<file path="config.mk">
export PLATFORM = sky130hd
export DESIGN_NAME = wb_arbiter
export DESIGN_NICKNAME = d
export VERILOG_FILES = /design/src/rtl/wb_arbiter.sv
export SDC_FILE = /design/constraint.sdc
export NUM_CORES = 1
export LEC_CHECK = 0
export CORE_ASPECT_RATIO = 1.5
export CORE_MARGIN = 5
export CORE_UTILIZATION = 25
export DETAILED_ROUTE_END_ITERATION = 10
export PLACE_DENSITY = 0.67
export REMOVE_ABC_BUFFERS = 1
export SYNTH_ARGS = -nofsm -noshare
export SYNTH_HDL_FRONTEND = slang
export SYNTH_SLANG_ARGS = --single-unit
export TNS_END_PERCENT = 50
</file>
<file path="constraint.sdc">
create_clock -name clock -period 3.4 [get_ports clock]
set_clock_uncertainty 0.1 [all_clocks]
set_input_delay 0.51 -clock clock [delete_from_list [all_inputs] [get_ports clock]]
set_output_delay 0.51 -clock clock [all_outputs]
set_load 0.02 [all_outputs]
</file>
<file path="src/rtl/wb_arbiter.sv">
// Two-requester round-robin writeback arbiter feeding a single register-file write port.
// Define WB_ARBITER_SCOREBOARD_EN to add a 32-entry busy-bit scoreboard for source-operand hazard checks.
module wb_arbiter (
    input  logic        clock,
    input  logic        reset,
    input  logic        exu_valid,
    output logic        exu_ready,
    input  logic [4:0]  exu_rd,
    input  logic [63:0] exu_data,
    input  logic        lsu_valid,
    output logic        lsu_ready,
    input  logic [4:0]  lsu_rd,
    input  logic [63:0] lsu_data,
    output logic        rf_wen,
    output logic [4:0]  rf_rdAddr,
    output logic [63:0] rf_rdData,
    input  logic        iss_valid,
    input  logic [4:0]  iss_rd,
    input  logic [4:0]  rs1Addr,
    input  logic [4:0]  rs2Addr,
    output logic        rs1_busy,
    output logic        rs2_busy
);

    typedef enum logic {
        LAST_EXU = 1'b0,
        LAST_LSU = 1'b1
    } winner_t;

    winner_t     last_q;
    winner_t     last_d;
    logic        grant_exu;
    logic        grant_lsu;
    logic        grant;
    logic [4:0]  win_rd;
    logic [63:0] win_data;

    // Readies are held low during reset so nothing can be granted in that cycle.
    always_comb begin
        grant_exu = 1'b0;
        grant_lsu = 1'b0;
        last_d    = last_q;
        if (!reset) begin
            if (exu_valid && lsu_valid) begin
                if (last_q == LAST_LSU) begin
                    grant_exu = 1'b1;
                end else begin
                    grant_lsu = 1'b1;
                end
            end else if (exu_valid) begin
                grant_exu = 1'b1;
            end else if (lsu_valid) begin
                grant_lsu = 1'b1;
            end
        end
        if (grant_exu) begin
            last_d = LAST_EXU;
        end else if (grant_lsu) begin
            last_d = LAST_LSU;
        end
    end

    assign exu_ready = grant_exu;
    assign lsu_ready = grant_lsu;
    assign grant     = grant_exu | grant_lsu;
    assign win_rd    = grant_exu ? exu_rd   : lsu_rd;
    assign win_data  = grant_exu ? exu_data : lsu_data;

    always_ff @(posedge clock) begin
        if (reset) begin
            last_q    <= LAST_LSU;
            rf_wen    <= 1'b0;
            rf_rdAddr <= '0;
            rf_rdData <= '0;
        end else begin
            last_q <= last_d;
            rf_wen <= grant && (win_rd != 5'd0);
            if (grant) begin
                rf_rdAddr <= win_rd;
                rf_rdData <= win_data;
            end
        end
    end

`ifdef WB_ARBITER_SCOREBOARD_EN
    logic [31:0] busy_q;
    logic [31:0] busy_d;

    // Clear is applied before set so an issue to the retiring register keeps it busy.
    always_comb begin
        busy_d = busy_q;
        if (rf_wen) begin
            busy_d[rf_rdAddr] = 1'b0;
        end
        if (iss_valid && (iss_rd != 5'd0)) begin
            busy_d[iss_rd] = 1'b1;
        end
    end

    always_ff @(posedge clock) begin
        if (reset) begin
            busy_q <= '0;
        end else begin
            busy_q <= busy_d;
        end
    end

    assign rs1_busy = (rs1Addr != 5'd0) && busy_q[rs1Addr];
    assign rs2_busy = (rs2Addr != 5'd0) && busy_q[rs2Addr];
`else
    logic unused_sb;
    assign unused_sb = ^{iss_valid, iss_rd, rs1Addr, rs2Addr};
    assign rs1_busy  = 1'b0;
    assign rs2_busy  = 1'b0;
`endif

endmodule

</file>
==> flow_summary.ini, run 1 <==
[die]
ioPinCount = 232
die_h_um = 152
num_rows = 51
start_util_pct = 25.6
die_w_um = 105
die_area_um2 = 15900
core_region_area_um2 = 13100

[placed_design]
placed_area_um2 = 5540
dp_hpwl_um = 9460
dp_slack_ns = 0.681
io_buffers = 213
routabilityCongestion = 0.743

[global_routing]
grt_pass1_wl_um = 22100
grt_max_degree = 70
gr-usage-met2_pct = 30.0
use_met1_pct = 17.9
grt-ovfl-total = 0
grt_use_total_pct = 16.8
grtUsageMet3_pct = 5.38
grt_pass1_vias = 4188
busiest_layer = met2
antenna_found_initial = 0

[power_and_ir_drop]
pwr-share-clk_pct = 36.7
p_leak_uw = 0.00199
power_uw = 2480
switchingPower_uw = 683
cellPowerDensity_nw_per_um2 = 426
p_seq_share_pct = 37.7
intPower_uw = 1800
ir_worst_vdd_mv = 0.277
combPwrFrac_pct = 25.6
switching_share_pct = 27.6

[flow_run]
maxCapViolCount = 0

[worst_setup_path]
critPathLaunchType = input port
slowest_stage = clkdlybuf4s50_1
path_common_cell = clkdlybuf4s50_1
r2r_cells = 4
cp-end-kind = primary output
cp_cell_sequence = clkdlybuf4s50_1 > and2b_2 > nor2_1 > clkdlybuf4s50_1
critPathRequiredTime_ns = 2.79
crit_type = input port to primary output
critPathArrivalTime_ns = 2.06
crit_fanout = 6
max_stage_delay_ns = 0.67

[drt]
vias = 3984
wl_um = 13700
via_per_inst = 5.22
ant_nets = 0
post-route-drc-count = 0
first_pass_iters = 4
wl_per_cell_um = 17.9
drtIter0Drc = 239

[cts]
ctsResizeCount = 0
clock-sinks = 71
root_buffer = clkbuf_16
cts_made_buffers = 9
cts_max_level = 3
cts_buffer_depth = 2
path_clk_slew_ns = 0.05
clk_latency_ns = 0.32
cts_hold_buf = 0
cts_setup_buffers = 0
tritoncts = done

[logic_synthesis]
synth_top_area_share_pct = 42.4
synth.area.top_cells = dfxtp_1 42%, a311oi_1 18%, nand3_1 10%, o21ai_0 10%, nor2_1 7.8%
yosysTopAreaCell = dfxtp_1
netlist_area_um2 = 3350
syn_area_per_cell_um2 = 7.97
ys_warn_count = 0
synthCells = 421
synth_cell_type_count = 24
ys_seq_area_share_pct = 42.4
synth_seq_cells = 71

[sta]
rsz0062_at_grt = no
slew_headroom_pct = 38.2
final.min_clock_period_ns = 2.67
report.final.slew_viol_count = 0
setup_violations = 0
report.final.hold_viol_count = 0
worst_slew_pin_slew_ns = 0.927
fin_crit_sh_pct = 78.7
finalSetupTns_ns = 0
setup_slack_ns = 0.725
fmax_mhz = 374

[layout]
syn2layout_area_growth_pct = 73.4
multi_input_area_um2 = 1680
nFillCells = 1280
fin_area_um2 = 5820
drive_gt1_share_pct = 4.64
regArea_um2 = 1420
fin_nets = 758
antenna_cells = 0

[hold_path]
min_path_cells = 2
hold_path.class = flop to flop

[status]
status = finished clean
==> layout make-up <==
cell class                 count  area share (%)
clock inverter                 4           0.818
sequential                    71            24.4
tap                          159            3.42
timing repair buffer         222            38.4
inverter                       1          0.0645
clock buffer                  11            4.00
multi-input combinational    295            28.9
==> worst max-delay path, delay by kind of cell <==
kind,cells,cell delay (ns)
buffers and inverters,2,1.19
AND/OR/NAND/NOR,2,0.36
==> synthesized netlist by cell type, drive strengths merged <==
cell type	instances
conb	1
nand3	68
nand2b	2
o21ba	1
buf	26
dfxtp	71
nor3	1
or4	2
nand2	4
a32oi	1
and2b	2
a311oi	68
a21oi	3
o21ai	68
o32ai	1
nor2	70
and2	1
o21bai	1
inv	1
clkbuf	29
==> placed cells by master, fill, tap and decap left out <==
master	synthesis	final
a21oi_1	3	3
a311oi_1	68	68
a32oi_1	1	1
and2_1	1	1
and2b_2	0	2
buf_12	0	3
buf_2	19	1
buf_4	4	6
bufinv_16	0	1
clkbuf_1	23	2
clkbuf_16	0	9
clkdlybuf4s50_1	0	212
clkinv_2	0	2
clkinvlp_4	0	1
conb_1	1	2
dfxtp_1	71	71
inv_1	1	1
nand2_1	4	4
nand2b_2	0	2
nand3_1	68	68
nor2_1	70	70
nor3_1	1	1
o21ai_0	68	68
o21ba_4	0	1
o21bai_1	1	1
o32ai_1	1	1
or4_1	2	2
==> routing by layer <==
metal,wire [µm],vias to the layer above
li1,-,1927
met1,5090,1862
met2,7140,167
met3,990,28
met4,437,0
met5,0,-
==> registers in the layout, summed over array words and instances, names as in the netlist <==
register,cells
last_q,1
rf_rdAddr,5
rf_rdData,64
rf_wen,1
==> cell families after synthesis <==
kind of cell | synth area share [%]
and+or+nand+nor | 20.0
AOI/OAI and AO/OA | 29.4
DFF | 42.4
buffers and inverters | 8.09
other | 0.112
==> through the flow <==
stage / utilization (%) / hold slack (ns) / std cells
final: 44.5 / 0.374 / 763
after global routing: 44.5 / 0.399 / 763
after CTS: 44.5 / 0.375 / 763
after detailed placement: 42.3 / 0.365 / 748
after global placement: 42.3 / 0.348 / 748
after floorplan: - / 0.359 / 367
==> power groups by stage <==
| stage | sequential (µW) | clock, µW | combinational [µW] |
|---|---|---|---|
| 2_1_floorplan | 1030 | 0 | 174 |
| 3_3_place_gp | 949 | 0 | 626 |
| 3_5_place_dp | 951 | 0 | 638 |
| 4_1_cts | 934 | 945 | 640 |
| 5_1_grt | 942 | 985 | 683 |
| 6_report | 934 | 911 | 634 |
==> path summary, 6_finish.rpt <==
| path | slack [ns] | to | startpoint |
|---|---|---|---|
| max | 0.73 | exu_ready | lsu_valid |
| max reg2reg | 1.45 | rf_rdData[34]$_SDFFE_PP0P_ | last_q$_SDFFE_PP1P_ |
| min reg2reg | 0.37 | rf_rdAddr[1]$_SDFFE_PP0P_ | rf_rdAddr[1]$_SDFFE_PP0P_ |
| min | 0.37 | rf_rdAddr[1]$_SDFFE_PP0P_ | rf_rdAddr[1]$_SDFFE_PP0P_ |
Note: power is estimated with default switching activity, not from simulation.
==> run 2: changes to the inputs <==
--- a/config.mk
+++ b/config.mk
@@ -9,7 +9,7 @@
 export CORE_MARGIN = 5
 export CORE_UTILIZATION = 25
 export DETAILED_ROUTE_END_ITERATION = 10
-export PLACE_DENSITY = 0.67
+export PLACE_DENSITY = 0.7
 export REMOVE_ABC_BUFFERS = 1
 export SYNTH_ARGS = -nofsm -noshare
 export SYNTH_HDL_FRONTEND = slang
==> constraint.sdc (replaced) <==
create_clock -name clock -period 2.2 [get_ports clock]
set_clock_uncertainty 0.1 [all_clocks]
set_input_delay 0.33 -clock clock [delete_from_list [all_inputs] [get_ports clock]]
set_output_delay 0.33 -clock clock [all_outputs]
set_load 0.02 [all_outputs]
==> flow_summary.ini, run 2 (synthesized netlist as in run 1, its figures left out) <==
[drt]
drtIter0Drc = 246
first_pass_iters = 4
via_per_inst = 5.30
vias = 4067
wl_per_cell_um = 17.9
ant_nets = 0
wl_um = 13800
post-route-drc-count = 0

[worst_setup_path]
slowest_stage = clkdlybuf4s50_1
critPathRequiredTime_ns = 1.77
crit_buf_inv = 2
critPathArrivalTime_ns = 1.68
crit_fanout = 4
crit_cells = 5
crit_type = input port to primary output
critPathLaunchType = input port
r2r_cells = 4
cp-end-kind = primary output
max_stage_delay_ns = 0.61
cp_cell_sequence = clkdlybuf4s50_1 > nand2_1 > nand2_1 > nor2_1 > clkdlybuf4s50_1
cp_top_family = buffers and inverters

[die]
die_w_um = 105
start_util_pct = 25.6
core_region_area_um2 = 13100
ioPinCount = 232
num_rows = 51
die_area_um2 = 15900
die_h_um = 152

[placed_design]
dp_hpwl_um = 9590
routabilityCongestion = 0.766
io_buffers = 213
placed_area_um2 = 5580

[layout]
regArea_um2 = 1420
nFillCells = 1267
drive_gt1_share_pct = 5.75
top_register = rf_rdData
final_common_cell = clkdlybuf4s50_1
largest_register_ffs = 64
multi_input_area_um2 = 1680
fin_util_pct = 45.2
fin_area_um2 = 5910
syn2layout_area_growth_pct = 76.2
top_regs = rf_rdData (64), rf_rdAddr (5)
antenna_cells = 0
fin_nets = 762
final_cell_mix = 211 x clkdlybuf4s50_1, 71 x dfxtp_1, 70 x nor2_1

[cts]
cts_max_level = 3
ctsResizeCount = 1
cts_setup_buffers = 0
path_clk_slew_ns = 0.06
cts_buffer_depth = 2
clk_latency_ns = 0.32
clock-sinks = 71
tritoncts = done
cts_made_buffers = 9
cts_hold_buf = 0
root_buffer = clkbuf_16

[power_and_ir_drop]
p_leak_uw = 0.00204
ir_worst_vdd_mv = 0.397
cellPowerDensity_nw_per_um2 = 685

[hold_path]
hold_path.class = input port to flop
min_path_cells = 2

[global_routing]
grt_use_total_pct = 17.1
antenna_found_initial = 0
grt_max_degree = 77
grt_pass1_vias = 4249
grt_pass1_wl_um = 22600
grt-ovfl-total = 0

[sta]
final.min_clock_period_ns = 2.11
worst_slew_pin_slew_ns = 0.673
rsz0062_at_grt = no
fmax_mhz = 475
fin_crit_sh_pct = 95.7
report.final.slew_viol_count = 0
slew_headroom_pct = 55.2
report.final.hold_viol_count = 0
setup_violations = 0

[status]
status = finished clean

[flow_run]
maxCapViolCount = 0
## run 2: worst paths after layout
check	start	to	slack [ns]
setup / recovery	exu_valid	lsu_ready	0.09
hold / removal	reset	rf_rdData[4]$_SDFFE_PP0P_	0.19
setup reg to reg	last_q$_SDFFE_PP1P_	rf_rdData[33]$_SDFFE_PP0P_	0.35
hold reg to reg	rf_rdAddr[1]$_SDFFE_PP0P_	rf_rdAddr[1]$_SDFFE_PP0P_	0.37
## run 2: through the flow
stage               std cells  power, µW  setup WS (ns)  hold WS, ns  setup TNS (ns)
floorplan                 367       1860         -0.130        0.299           -8.89
global placement          752       2440        -0.0214        0.354         -0.0214
detailed placement        752       2470        -0.0809        0.361          -0.539
CTS                       768       4100         0.0900        0.180               0
global route              768       4250         0.0188        0.181               0
finish                    768       4050         0.0946        0.194               0
## run 2: worst reg2reg max path, cell delays in order, from the launching register on
cell and delay (ns):
dfxtp_1 0.32, and2b_2 0.22, buf_4 0.52, o21ai_0 0.27
a311oi_1 0.32
## run 2: layer usage
layer | vias up | GRT usage, % | routed length [µm]
met3 | 29 | 4.62 | 886
met5 | - | 0 | 0
met2 | 170 | 30.9 | 7330
li1 | 1939 | - | -
met4 | 0 | 5.67 | 399
met1 | 1929 | 19.0 | 5160
## run 2: layout make-up
cell class / instances / share of cell area (%)
tap: 159 / 3.37
inverter: 1 / 0.0635
clock inverter: 5 / 1.36
multi-input combinational: 295 / 28.4
sequential: 71 / 24.1
clock buffer: 11 / 4.28
timing repair buffer: 226 / 38.5
## run 2: report_power, final
part | leakage (µW) | internal, µW | switching, µW
Combinational | 0.00129 | 521 | 472
Clock | 0.000158 | 1050 | 563
Sequential | 0.000589 | 1390 | 51.0
Total | 0.00204 | 2970 | 1090
==> run 3: changes to the inputs <==
--- a/config.mk
+++ b/config.mk
@@ -9,8 +9,10 @@
 export CORE_MARGIN = 5
 export CORE_UTILIZATION = 25
 export DETAILED_ROUTE_END_ITERATION = 10
-export PLACE_DENSITY = 0.7
+export HOLD_SLACK_MARGIN = 0.1
+export PLACE_DENSITY = 0.67
 export REMOVE_ABC_BUFFERS = 1
+export SLEW_MARGIN = 5
 export SYNTH_ARGS = -nofsm -noshare
 export SYNTH_HDL_FRONTEND = slang
 export SYNTH_SLANG_ARGS = --single-unit
==> constraint.sdc (replaced) <==
create_clock -name clock -period 2.3 [get_ports clock]
set_clock_uncertainty 0.1 [all_clocks]
set_input_delay 0.345 -clock clock [delete_from_list [all_inputs] [get_ports clock]]
set_output_delay 0.345 -clock clock [all_outputs]
set_load 0.02 [all_outputs]
==> flow_summary.ini, run 3 (synthesized netlist as in run 1, its figures left out) <==
[worst_setup_path]
critPathArrivalTime_ns = 1.75
critPathLaunch = lsu_valid
crit_fanout = 5
crit_type = input port to primary output
critPathRequiredTime_ns = 1.86
cp-end-kind = primary output
critPathLaunchType = input port
r2r_start = last_q$_SDFFE_PP1P_

[die]
start_util_pct = 25.6
die_area_um2 = 15900
num_rows = 51
die_h_um = 152
ioPinCount = 232
die_w_um = 105
core_region_area_um2 = 13100

[drt]
first_pass_iters = 5
wl_per_cell_um = 17.7
via_per_inst = 5.24
drtIter0Drc = 152
vias = 4027
wl_um = 13600
ant_nets = 0
post-route-drc-count = 0

[layout]
largest_register_ffs = 64
drive_gt1_share_pct = 5.58
regArea_um2 = 1420
fin_nets = 762
final_cell_mix = 211 x clkdlybuf4s50_1, 71 x dfxtp_1, 70 x nor2_1
fin_util_pct = 45.2
top_regs = rf_rdData (64), rf_rdAddr (5)
multi_input_area_um2 = 1680
antenna_cells = 0
final_common_cell = clkdlybuf4s50_1
syn2layout_area_growth_pct = 76.2
nFillCells = 1294
top_register = rf_rdData

[global_routing]
grt_use_total_pct = 16.4
antenna_found_initial = 0
grt_pass1_wl_um = 21500
grt_pass1_vias = 4185
grt-ovfl-total = 0
grt_max_degree = 73

[power_and_ir_drop]
power_uw = 3780
cellPowerDensity_nw_per_um2 = 640
switching_share_pct = 27.6
ir_worst_vdd_mv = 0.383
switchingPower_uw = 1050
pwr-share-clk_pct = 38.3
p_seq_share_pct = 36.5
p_leak_uw = 0.00203
combPwrFrac_pct = 25.2
intPower_uw = 2740

[sta]
slew_headroom_pct = 55.4
fmax_mhz = 455
timing.hold.ws_ns = 0.215
report.final.slew_viol_count = 0
report.final.hold_viol_count = 0
worst_slew_pin_slew_ns = 0.669
rsz0062_at_grt = no
fin_crit_sh_pct = 95.6
setup_slack_ns = 0.101
setup_violations = 0
final.min_clock_period_ns = 2.20

[cts]
clock-sinks = 71
tritoncts = done
ctsResizeCount = 1
cts_max_level = 3
cts_made_buffers = 9
cts_buffer_depth = 2
path_clk_slew_ns = 0.05
root_buffer = clkbuf_16
cts_setup_buffers = 0
cts_hold_buf = 0
clk_latency_ns = 0.32

[placed_design]
routabilityCongestion = 0.775
io_buffers = 213
dp_slack_ns = -0.0227
dp_hpwl_um = 9650

[status]
status = finished clean

[hold_path]
hold_path.class = input port to flop
worstHoldStart = reset

[flow_run]
maxCapViolCount = 0
[run 3: cell type report]
class	count	area share (%)
Timing Repair Buffer	226	38.9
Inverter	1	0.0635
Clock inverter	4	0.910
Multi-Input combinational cell	295	28.4
Clock buffer	12	4.34
Tap cell	159	3.37
Sequential cell	71	24.0
[run 3: power by group through the flow]
stage | logic (µW) | registers (µW) | clock network [µW]
CTS | 959 | 1380 | 1490
global placement | 938 | 1400 | 0
global route | 1020 | 1390 | 1550
floorplan | 258 | 1530 | 0
finish | 952 | 1380 | 1450
detailed placement | 956 | 1410 | 0
[run 3: layer usage]
layer / track usage (%) / vias up / routed length [µm]
met5: 0 / - / 0
met2: 29.7 / 170 / 7190
li1: - / 1937 / -
met3: 5.09 / 35 / 941
met4: 7.19 / 0 / 466
met1: 17.2 / 1885 / 5010
[run 3: worst paths after layout]
kind,endpoint,slack (ns),cells past startpoint
worst max-delay path,lsu_ready,0.10,5
worst min-delay path,rf_rdData[8]$_SDFFE_PP0P_,0.22,2
worst max register to register,rf_rdData[33]$_SDFFE_PP0P_,0.74,4
worst min register to register,rf_rdAddr[1]$_SDFFE_PP0P_,0.39,2
[run 3: critical path: stages]
cell,delay (ns)
clkdlybuf4s50_1,0.49
buf_4,0.14
nand2_1,0.05
nor2_1,0.11
clkdlybuf4s50_1,0.62
[run 3: through the flow]
step / instances / setup TNS, ns / area [µm²]
after floorplan: 367 / -3.06 / 3090
after global placement: 752 / -0.0230 / 5600
after detailed placement: 752 / -0.0227 / 5600
after CTS: 768 / 0 / 5910
after global routing: 768 / 0 / 5910
final: 768 / 0 / 5910
